==> src/rtl/sigmoid_pkg.sv <==
`timescale 1ns/1ps
// Shared fixed-point constants and types for the sigmoid arbiter slice.
package sigmoid_pkg;

    localparam int          FRAC_BITS = 10;
    localparam logic [15:0] ONE_Q     = 16'd1024;

    // 16-bit fixed-point word, Q6.10 unsigned or Q5.10 signed by context
    typedef logic [15:0] fx_t;

    // Requester index (two requesters)
    typedef logic req_id_t;

    // One buffered result: owning requester plus corrected sigmoid value
    typedef struct packed {
        req_id_t id;
        fx_t     y;
    } result_t;

endpackage

==> src/rtl/sigmoid_arbiter_if.sv <==
`timescale 1ns/1ps
// Request/response bundle between two requesters, one consumer and the arbiter.
interface sigmoid_arbiter_if
    import sigmoid_pkg::*;
#(
    parameter int FIFO_DEPTH = 4
) ();

    localparam int CNT_W = $clog2(FIFO_DEPTH + 1);

    logic [1:0]       req_valid;
    fx_t  [1:0]       req_x;
    logic [1:0]       req_ready;
    logic             resp_valid;
    logic             resp_ready;
    req_id_t          resp_id;
    fx_t              resp_y;
    logic [CNT_W-1:0] outstanding;

    // Requesters and consumer side
    modport master (
        output req_valid, req_x, resp_ready,
        input  req_ready, resp_valid, resp_id, resp_y, outstanding
    );

    // Arbiter side
    modport slave (
        input  req_valid, req_x, resp_ready,
        output req_ready, resp_valid, resp_id, resp_y, outstanding
    );

endinterface

==> src/rtl/plan_sigmoid.sv <==
`timescale 1ns/1ps
// PLAN piecewise-linear sigmoid of a non-negative Q6.10 operand, LAT-cycle pipeline.
module plan_sigmoid
    import sigmoid_pkg::*;
#(
    parameter int LAT = 1
) (
    input  logic clk,
    input  fx_t  x,
    output fx_t  f_x
);

    localparam fx_t BRK_SAT = fx_t'(5 << FRAC_BITS);            // 5.0
    localparam fx_t BRK_MID = fx_t'(19 << (FRAC_BITS - 3));     // 2.375
    localparam fx_t BRK_LOW = fx_t'(1 << FRAC_BITS);            // 1.0
    localparam fx_t OFS_HI  = fx_t'(27 << (FRAC_BITS - 5));     // 0.84375
    localparam fx_t OFS_MID = fx_t'(5 << (FRAC_BITS - 3));      // 0.625
    localparam fx_t OFS_LOW = fx_t'(1 << (FRAC_BITS - 1));      // 0.5

    fx_t seg_y;
    fx_t pipe_d [LAT];
    fx_t pipe_q [LAT];

    // Segment selection: slopes 1/32, 1/8, 1/4 as shifts
    always_comb begin
        seg_y = ONE_Q;
        if (x >= BRK_SAT) begin
            seg_y = ONE_Q;
        end else if (x >= BRK_MID) begin
            seg_y = (x >> 5) + OFS_HI;
        end else if (x >= BRK_LOW) begin
            seg_y = (x >> 3) + OFS_MID;
        end else begin
            seg_y = (x >> 2) + OFS_LOW;
        end
    end

    // Delay line feeding the next stage
    always_comb begin
        pipe_d[0] = seg_y;
        for (int i = 1; i < LAT; i++) begin
            pipe_d[i] = pipe_q[i-1];
        end
    end

    // Datapath pipeline registers
    always_ff @(posedge clk) begin
        pipe_q <= pipe_d;
    end

    assign f_x = pipe_q[LAT-1];

endmodule

==> src/rtl/sigmoid_result_fifo.sv <==
`timescale 1ns/1ps
// Show-ahead result FIFO; pointers wrap naturally because DEPTH is a power of two.
module sigmoid_result_fifo #(
    parameter int DEPTH = 4,
    parameter int WIDTH = 17
) (
    input  logic             clk,
    input  logic             reset_n,
    input  logic             push,
    input  logic [WIDTH-1:0] wr_data,
    input  logic             pop,
    output logic             empty,
    output logic [WIDTH-1:0] rd_data
);

    localparam int PTR_W = $clog2(DEPTH);
    localparam int CNT_W = PTR_W + 1;

    logic [PTR_W-1:0] wr_ptr_d, wr_ptr_q;
    logic [PTR_W-1:0] rd_ptr_d, rd_ptr_q;
    logic [CNT_W-1:0] count_d, count_q;
    logic [WIDTH-1:0] mem_d [DEPTH];
    logic [WIDTH-1:0] mem_q [DEPTH];
    logic             full;
    logic             do_push;
    logic             do_pop;

    assign empty   = (count_q == '0);
    assign full    = (count_q == CNT_W'(DEPTH));
    assign do_pop  = pop && !empty;
    assign do_push = push && (!full || do_pop);

    // Empty FIFO presents zeros so the outputs are quiet during and after reset
    assign rd_data = empty ? '0 : mem_q[rd_ptr_q];

    // Next-state for pointers, occupancy and storage
    always_comb begin
        wr_ptr_d = wr_ptr_q;
        rd_ptr_d = rd_ptr_q;
        count_d  = count_q;
        mem_d    = mem_q;
        if (do_push) begin
            mem_d[wr_ptr_q] = wr_data;
            wr_ptr_d        = wr_ptr_q + PTR_W'(1);
        end
        if (do_pop) begin
            rd_ptr_d = rd_ptr_q + PTR_W'(1);
        end
        if (do_push && !do_pop) begin
            count_d = count_q + CNT_W'(1);
        end else if (!do_push && do_pop) begin
            count_d = count_q - CNT_W'(1);
        end
    end

    // Control registers with asynchronous reset
    always_ff @(posedge clk or negedge reset_n) begin
        if (!reset_n) begin
            wr_ptr_q <= '0;
            rd_ptr_q <= '0;
            count_q  <= '0;
        end else begin
            wr_ptr_q <= wr_ptr_d;
            rd_ptr_q <= rd_ptr_d;
            count_q  <= count_d;
        end
    end

    // Storage array, no reset needed: reads are masked while empty
    always_ff @(posedge clk) begin
        mem_q <= mem_d;
    end

endmodule

==> src/rtl/sigmoid_arbiter.sv <==
`timescale 1ns/1ps
// Two-requester round-robin front end for plan_sigmoid with credit-checked result FIFO.
module sigmoid_arbiter
    import sigmoid_pkg::*;
#(
    parameter int SIG_LAT    = 1,
    parameter int FIFO_DEPTH = 4
) (
    input  logic              clk,
    input  logic              reset_n,
    sigmoid_arbiter_if.slave  bus
);

    localparam int CNT_W = $clog2(FIFO_DEPTH + 1);
    localparam int RES_W = $bits(result_t);

    // Magnitude of a Q5.10 operand; -32768 wraps to 16'h8000, i.e. 32.0 unsigned
    function automatic fx_t abs_q(input logic signed [15:0] x);
        return x[15] ? fx_t'(-x) : fx_t'(x);
    endfunction

    // Clamp to 1.0 and mirror for negative operands: sigmoid(-x) = 1 - sigmoid(x)
    function automatic fx_t correct_y(input fx_t f, input logic neg);
        fx_t fc;
        fc = (f > ONE_Q) ? ONE_Q : f;
        return neg ? (ONE_Q - fc) : fc;
    endfunction

    logic [1:0]         grant;
    req_id_t            grant_id;
    logic               xfer;
    logic               pop;
    logic               fifo_empty;
    logic signed [15:0] x_sel_s;

    req_id_t            rr_last_d, rr_last_q;
    logic [CNT_W-1:0]   outstanding_d, outstanding_q;

    logic               issue_vld_p0_d, issue_vld_p0_q;
    fx_t                issue_x_p0_d, issue_x_p0_q;
    logic               issue_neg_p0_d, issue_neg_p0_q;
    req_id_t            issue_id_p0_d, issue_id_p0_q;

    logic               sb_vld_d [SIG_LAT];
    logic               sb_vld_q [SIG_LAT];
    logic               sb_neg_d [SIG_LAT];
    logic               sb_neg_q [SIG_LAT];
    req_id_t            sb_id_d  [SIG_LAT];
    req_id_t            sb_id_q  [SIG_LAT];

    fx_t                f_x;
    logic               exit_vld;
    result_t            exit_res;
    result_t            head;

    // Grant from request strobes and registered credit/pointer only; never from resp_ready
    always_comb begin
        grant = 2'b00;
        if (reset_n && (outstanding_q < CNT_W'(FIFO_DEPTH))) begin
            case (bus.req_valid)
                2'b01:   grant = 2'b01;
                2'b10:   grant = 2'b10;
                2'b11:   grant = rr_last_q ? 2'b01 : 2'b10;
                default: grant = 2'b00;
            endcase
        end
    end

    assign bus.req_ready = grant;
    assign grant_id      = grant[1];
    assign xfer          = |(bus.req_valid & grant);
    assign x_sel_s       = $signed(bus.req_x[grant_id]);
    assign pop           = !fifo_empty && bus.resp_ready;

    // Next-state for arbitration pointer, credit counter and issue register
    always_comb begin
        rr_last_d      = rr_last_q;
        outstanding_d  = outstanding_q;
        issue_vld_p0_d = xfer;
        issue_x_p0_d   = issue_x_p0_q;
        issue_neg_p0_d = issue_neg_p0_q;
        issue_id_p0_d  = issue_id_p0_q;
        if (xfer) begin
            rr_last_d      = grant_id;
            issue_x_p0_d   = abs_q(x_sel_s);
            issue_neg_p0_d = x_sel_s[15];
            issue_id_p0_d  = grant_id;
        end
        if (xfer && !pop) begin
            outstanding_d = outstanding_q + CNT_W'(1);
        end else if (!xfer && pop) begin
            outstanding_d = outstanding_q - CNT_W'(1);
        end
    end

    // ---- stage p0 -> p1..pSIG_LAT: sideband follows the operand through plan_sigmoid
    always_comb begin
        sb_vld_d[0] = issue_vld_p0_q;
        sb_neg_d[0] = issue_neg_p0_q;
        sb_id_d[0]  = issue_id_p0_q;
        for (int i = 1; i < SIG_LAT; i++) begin
            sb_vld_d[i] = sb_vld_q[i-1];
            sb_neg_d[i] = sb_neg_q[i-1];
            sb_id_d[i]  = sb_id_q[i-1];
        end
    end

    // Control and issue state with asynchronous reset
    always_ff @(posedge clk or negedge reset_n) begin
        if (!reset_n) begin
            rr_last_q      <= 1'b1;
            outstanding_q  <= '0;
            issue_vld_p0_q <= 1'b0;
            issue_x_p0_q   <= '0;
            issue_neg_p0_q <= 1'b0;
            issue_id_p0_q  <= '0;
            sb_vld_q       <= '{default: 1'b0};
            sb_neg_q       <= '{default: 1'b0};
            sb_id_q        <= '{default: '0};
        end else begin
            rr_last_q      <= rr_last_d;
            outstanding_q  <= outstanding_d;
            issue_vld_p0_q <= issue_vld_p0_d;
            issue_x_p0_q   <= issue_x_p0_d;
            issue_neg_p0_q <= issue_neg_p0_d;
            issue_id_p0_q  <= issue_id_p0_d;
            sb_vld_q       <= sb_vld_d;
            sb_neg_q       <= sb_neg_d;
            sb_id_q        <= sb_id_d;
        end
    end

    plan_sigmoid #(
        .LAT (SIG_LAT)
    ) u_plan (
        .x   (issue_x_p0_q),
        .clk (clk),
        .f_x (f_x)
    );

    // ---- pipeline exit: correct and push into the result FIFO
    assign exit_vld    = sb_vld_q[SIG_LAT-1];
    assign exit_res.id = sb_id_q[SIG_LAT-1];
    assign exit_res.y  = correct_y(f_x, sb_neg_q[SIG_LAT-1]);

    sigmoid_result_fifo #(
        .DEPTH (FIFO_DEPTH),
        .WIDTH (RES_W)
    ) u_fifo (
        .clk     (clk),
        .reset_n (reset_n),
        .push    (exit_vld),
        .wr_data (exit_res),
        .pop     (pop),
        .empty   (fifo_empty),
        .rd_data (head)
    );

    assign bus.resp_valid  = !fifo_empty;
    assign bus.resp_id     = head.id;
    assign bus.resp_y      = head.y;
    assign bus.outstanding = outstanding_q;

endmodule
==> src/flat_wrapper.sv <==
// flat-port wrapper written by rule: the top's interface ports become plain ports
module sigmoid_arbiter_flat import sigmoid_pkg::*;
#(
    parameter int SIG_LAT    = 1,
    parameter int FIFO_DEPTH = 4
)
  (clk, reset_n, bus_req_valid, bus_req_x, bus_resp_ready, bus_req_ready, bus_resp_valid, bus_resp_id, bus_resp_y, bus_outstanding);
  sigmoid_arbiter_if #(.FIFO_DEPTH(FIFO_DEPTH)) bus_i ();
  input  logic clk;
  input  logic reset_n;
  input wire logic [$bits(bus_i.req_valid)-1:0] bus_req_valid;
  input wire logic [$bits(bus_i.req_x)-1:0] bus_req_x;
  input wire logic [$bits(bus_i.resp_ready)-1:0] bus_resp_ready;
  output wire logic [$bits(bus_i.req_ready)-1:0] bus_req_ready;
  output wire logic [$bits(bus_i.resp_valid)-1:0] bus_resp_valid;
  output wire logic [$bits(bus_i.resp_id)-1:0] bus_resp_id;
  output wire logic [$bits(bus_i.resp_y)-1:0] bus_resp_y;
  output wire logic [$bits(bus_i.outstanding)-1:0] bus_outstanding;
  assign bus_i.req_valid = bus_req_valid;
  assign bus_i.req_x = bus_req_x;
  assign bus_i.resp_ready = bus_resp_ready;
  assign bus_req_ready = bus_i.req_ready;
  assign bus_resp_valid = bus_i.resp_valid;
  assign bus_resp_id = bus_i.resp_id;
  assign bus_resp_y = bus_i.resp_y;
  assign bus_outstanding = bus_i.outstanding;
  sigmoid_arbiter #(.SIG_LAT(SIG_LAT), .FIFO_DEPTH(FIFO_DEPTH)) u_core (.clk(clk), .reset_n(reset_n), .bus(bus_i));
endmodule
==> config.mk <==
export PLATFORM = sky130hd
export DESIGN_NAME = sigmoid_arbiter_flat
export DESIGN_NICKNAME = d
export VERILOG_FILES = /design/src/rtl/sigmoid_pkg.sv /design/src/rtl/sigmoid_arbiter_if.sv /design/src/rtl/plan_sigmoid.sv /design/src/rtl/sigmoid_result_fifo.sv /design/src/rtl/sigmoid_arbiter.sv /design/src/flat_wrapper.sv
export SDC_FILE = /design/constraint.sdc
export NUM_CORES = 1
export LEC_CHECK = 0
export ABC_AREA = 1
export CORE_AREA = 2 2 104 106
export DETAILED_ROUTE_END_ITERATION = 8
export DIE_AREA = 0 0 106 108
export GPL_TIMING_DRIVEN = 1
export PLACE_DENSITY = 0.82
export SYNTH_ARGS = -nofsm -noshare
export SYNTH_HDL_FRONTEND = slang
export SYNTH_SLANG_ARGS = --single-unit
==> constraint.sdc <==
create_clock -name clk -period 6.3 [get_ports clk]
set_input_delay 1.26 -clock clk [delete_from_list [all_inputs] [get_ports clk]]
set_output_delay 1.26 -clock clk [all_outputs]
set_load 0.02 [all_outputs]
## Yosys cells after proc, flatten, opt, wreduce, memory -nomap -nowiden

Cells that the tools add are included.

- Add/subtract/negate cells: 11
- Magnitude comparators: 9
- Equal/unequal tests: 4
- Mux-type cells: 21
- Bitwise operators: 3
- Reduce and logical (&&, ||, !) cells: 20

Operator list:

| kind | number |
|---|---|
| $mux W16 | 6 |
| $bwmux W68 | 1 |
| $mux W17 | 4 |
| $bmux W17 S2 | 1 |
| $demux W17 S2 | 1 |
| $ge A16 B11 Y1 const B | 1 |
| $ge A16 B12 Y1 const B | 1 |
| $ge A16 B13 Y1 const B | 1 |
| $gt A16 B11 Y1 const B | 1 |
| $neg A16 Y16 | 1 |
| $sub A11 B16 Y16 const A | 1 |
| $add A14 B10 Y15 const B | 1 |
| $mux W15 | 1 |
| $add A13 B10 Y14 const B | 1 |
| $add A11 B10 Y12 const B | 1 |
| $mux W3 | 4 |
| $logic_and A1 B1 Y1 | 9 |
| $add A3 B1 Y3 const B | 2 |
| $ge A3 B3 Y1 const B | 2 |
| $logic_not A1 Y1 | 6 |
| $not A2 Y3 | 2 |
| $pmux W2 S3 | 1 |
| $sub A3 B1 Y3 const B | 2 |
| $add A2 B1 Y2 const B | 2 |
| other kinds (12) | 15 |

- Register bits after elaboration: 117
- Output and inout port bits: 23
- Logic and storage cells: 85

## Longest topological paths before layout

- Depth after elaboration: 10
- Mapped depth: 15
- Depth with buffers taken out: 14

## Hierarchy

From an unflattened synthesis, not the netlist that was laid out.

- Cell total of the unflattened synthesis: 811
- Area total of the unflattened synthesis: 6661.4 um^2

By module, submodules not included:

| module | instances | cells an instance | area an instance (um^2) |
|---|---|---|---|
| sigmoid_result_fifo | 1 | 325 | 3374.5 |
| sigmoid_arbiter | 1 | 329 | 2155.8 |
| plan_sigmoid | 1 | 157 | 1131.1 |

## Least setup slack after synthesis

No wires, ideal clock.

- Kind: input port to output port
- Start: input port reset_n
- End: output port bus_req_ready[0]
- Data arrival time: 2309 ps
- Setup slack: 2731 ps
- Stages: 5
- Path buffers: 1
- Cell sequence: inv_1 > nor2_4 > buf_2 > inv_1 > a211oi_1

- Cells in the longest elaborated chain, start to end: 2

RTL lines:

| what | line | RTL |
|---|---|---|
| from (decl) | flat_wrapper.sv:10 | `input logic reset_n;` |
| $logic_and A1 B1 Y1 | sigmoid_arbiter.sv:59 | `if (reset_n && (outstanding_q < CNT_W'(FIFO_DEPTH))) begin` |
| $mux W2 | sigmoid_arbiter.sv:59 |  |
| to (decl) | flat_wrapper.sv:14 | `output wire logic [$bits(bus_i.req_ready)-1:0] bus_req_ready;` |

No other way between the ends.

## Worst setup path after layout

- Start: input port reset_n
- End: output port bus_req_ready[1]

The elaborated chain is that of the path after synthesis.

==> run summary <==
vias in the first global route - 4968
routed vias - 5026
Area contributors post-synth - edfxtp_1 (33%), dfrtp_1 (13%), nand2_1 (7.5%)
hold_sp - u_core.issue_neg_p0_q$_DFFE_PN0N_
hold crit path type - reg -> reg
worst r2r src - u_core.u_fifo.count_q[0]$_DFFE_PN0P_
RSZ-0062 raised after global routing - false
status - finished clean
Worst Max-Slew Pin Slew - 1.013 ns
drt first pass iters - 5
VDD IR-drop max - 0.2993 mV
Crit. End Element - primary output
Slew Viols, Final - 0
Place WS - 1.391 ns
Syn Inst Count - 705
setup ws final - 1.427 ns
cell area after synthesis - 6107 µm²
Async SR Flop Fraction - 28.45%
Setup crit start kind - primary input
critical path data arrival time - 3.61 ns
crit path launch - reset_n
htree depth - 4
GRT Residual Overflow - 0
Layout fillers - 710
routed wire length - 13.55 mm
required time of the critical path - 5.04 ns
Tcrit/Tclk final - 77.35%
share of layout cells above drive strength 1 - 9.911%
row cnt - 37
CORE AREA - 10230 µm²
Max transition margin - 32.38%
# clock sinks - 116
Final Cell Area - 7471 µm²
Syn-to-layout area delta - 22.33%
FF/Latch Area - 3169 µm²
top-count cell post-synth - nand2_1
Max Freq - 0.2052 GHz
Die Y-Extent - 108 µm
Placer Congestion - 0.8466
P_leak - 0.003195 µW
largest net degree at the start of global routing - 38
NumNets Final - 829
final clock skew - 0.008590 ns
PwrDens - 488.5 nW/µm²
Post-DRT Antenna Nets - 0
synth unique cells - 46
Multi-input gate area - 2601 µm²
number of flops mapped to enable cells by yosys - 68
# IOs - 60
Ys Warns - 0
leading area contributor after synthesis - edfxtp_1
register clock-pin slew on the reported worst setup and hold paths - 0.06 ns
clk_lat worst skew - 0.51 ns
most frequent cells after synthesis - nand2_1 (122), nor2_1 (119), edfxtp_1 (68), inv_1 (65), o21ai_0 (62)
first-pass GRT wire length - 22.76 mm
Vias/cell - 5.445
CTS tree - yes
DR iter-0 viols - 416
Final Setup Violations - 0
# resized after CTS - 0
ANT cells - 0
Setup Crit Path Kind - in -> out
hold buffer count at CTS - 0
Die X - 106 µm
initial antenna violation count - 0
R2R Path End - u_core.bus.outstanding[1]$_DFFE_PN0P_
share of the synthesized area in the top cell type - 33.44%
Setup Buffers After CTS - 0
worst hold stages - 0
CTS buffer count - 17
register area share after synthesis - 51.90%
GRT Util Overall - 25.50%
Starting Density - 59.69%
total negative setup slack - 0 ns
CTS Buffer Depth - 2
Worst Path Max Fanout - 34
wire per inst - 14.68 µm
Mapped Avg Cell Area - 8.663 µm²
Placed Instance Area - 6817 µm²
FF+latch count, synth - 116
minimum clock period - 4.873 ns
Post-synth top flop - edfxtp_1
worst reg-to-reg path cell count - 9
port buffer count - 59
HPWL after detailed placement - 8.665 mm
R2R Setup Slk - 3.46 ns
hold path endpoint - u_core.sb_neg_q$_DFF_PN0_
die area - 11450 µm²
maxcap violations - 0
Root Buffer - clkbuf_8
# DRC - 0
final hold vios - 0
-- registers in the layout, summed over array words and instances, names as in the netlist --
signal                  cells
u_core.issue_id_p0_q        1
u_core.issue_vld_p0_q       1
u_core.u_fifo.mem_q        68
u_core.u_plan.f_x          15
u_core.sb_id_q              1
u_core.u_fifo.count_q       3
u_core.u_fifo.wr_ptr_q      2
u_core.issue_x_p0_q        16
u_core.rr_last_q            1
u_core.exit_vld             1
u_core.bus.outstanding      3
u_core.sb_neg_q             1
u_core.u_fifo.rd_ptr_q      2
u_core.issue_neg_p0_q       1
-- power breakdown --
group	switching, µW	total, µW	internal, µW
registers	157	1150	996
logic	891	1440	547
clock network	363	1060	695
total	1410	3650	2240
-- layer usage --
layer	routed length [µm]	GRT usage [%]
met1	5461	29.06
met2	7171	46.77
met3	718	5.726
met4	201	9.962
met5	0	0
-- cell type report --
cell class / instances / area share [%]
Inverter: 70 / 3.517
Timing Repair Buffer: 62 / 8.206
Tap cell: 136 / 2.278
Multi-Input combinational cell: 507 / 34.82
Clock buffer: 17 / 5.543
Sequential cell: 116 / 42.42
Clock inverter: 15 / 3.216
-- how the worst max path moves through the flow --
stage          slack [ns]          endpoint  cells after the start
4_1_cts              1.39  bus_req_ready[1]                      7
3_3_place_gp         1.47  bus_req_ready[1]                      7
2_1_floorplan        2.73  bus_req_ready[0]                      5
3_5_place_dp         1.39  bus_req_ready[1]                      7
5_1_grt              1.23  bus_req_ready[1]                      7
6_report             1.43  bus_req_ready[1]                      7
-- per-stage QoR --
step                util, %  hold WS [ns]  total power [µW]  cells
floorplan                 -        0.3312              2099    719
global placement      66.63        0.3337              2490    891
detailed placement    66.63        0.3690              2563    891
CTS                   73.02        0.3871              3652    923
global route          73.02        0.3968              3883    923
finish                73.02        0.3867              3649    923
-- worst max-delay path, cell delays in order --
cell and delay [ns]:
clkdlybuf4s50_1 0.45, buf_4 0.37, inv_1 0.14, nor2_4 0.37, nand2_4 0.27, inv_1 0.13
clkdlybuf4s50_1 0.61
-- kinds of logic after synthesis --
group	Yosys count	share of synthesized area, %
AND/OR/NAND/NOR	343	24.46
flip-flops	116	51.90
AO/OA/AOI/OAI	111	10.16
buffers and inverters	96	6.535
adder cells (fa/ha/maj)	18	3.934
XOR/XNOR	18	2.581
multiplexers	2	0.3688
other	1	0.06140
-- placed cells by master, fill, tap and decap left out, drive strengths merged --
master and count:
clkdlybuf4s50 59, buf 3, o22ai 2, nand2 136, nor4 1, inv 76, a211oi 1, fa 2
nor3 6, nand3 55, nor2 127, ha 16, xor2 11, bufinv 5, o41ai 1, dfstp 1
edfxtp 68, conb 15, a21oi 36, and2 2, or2 3, o21ai 68, dfxtp 15, nand4 7
dfrtp 32, o31ai 1, clkinv 4, a2111o 1, nand3b 6, o21bai 1, xnor2 7, clkbuf 17
mux2 2
Note: power is estimated with default switching activity, not from simulation.
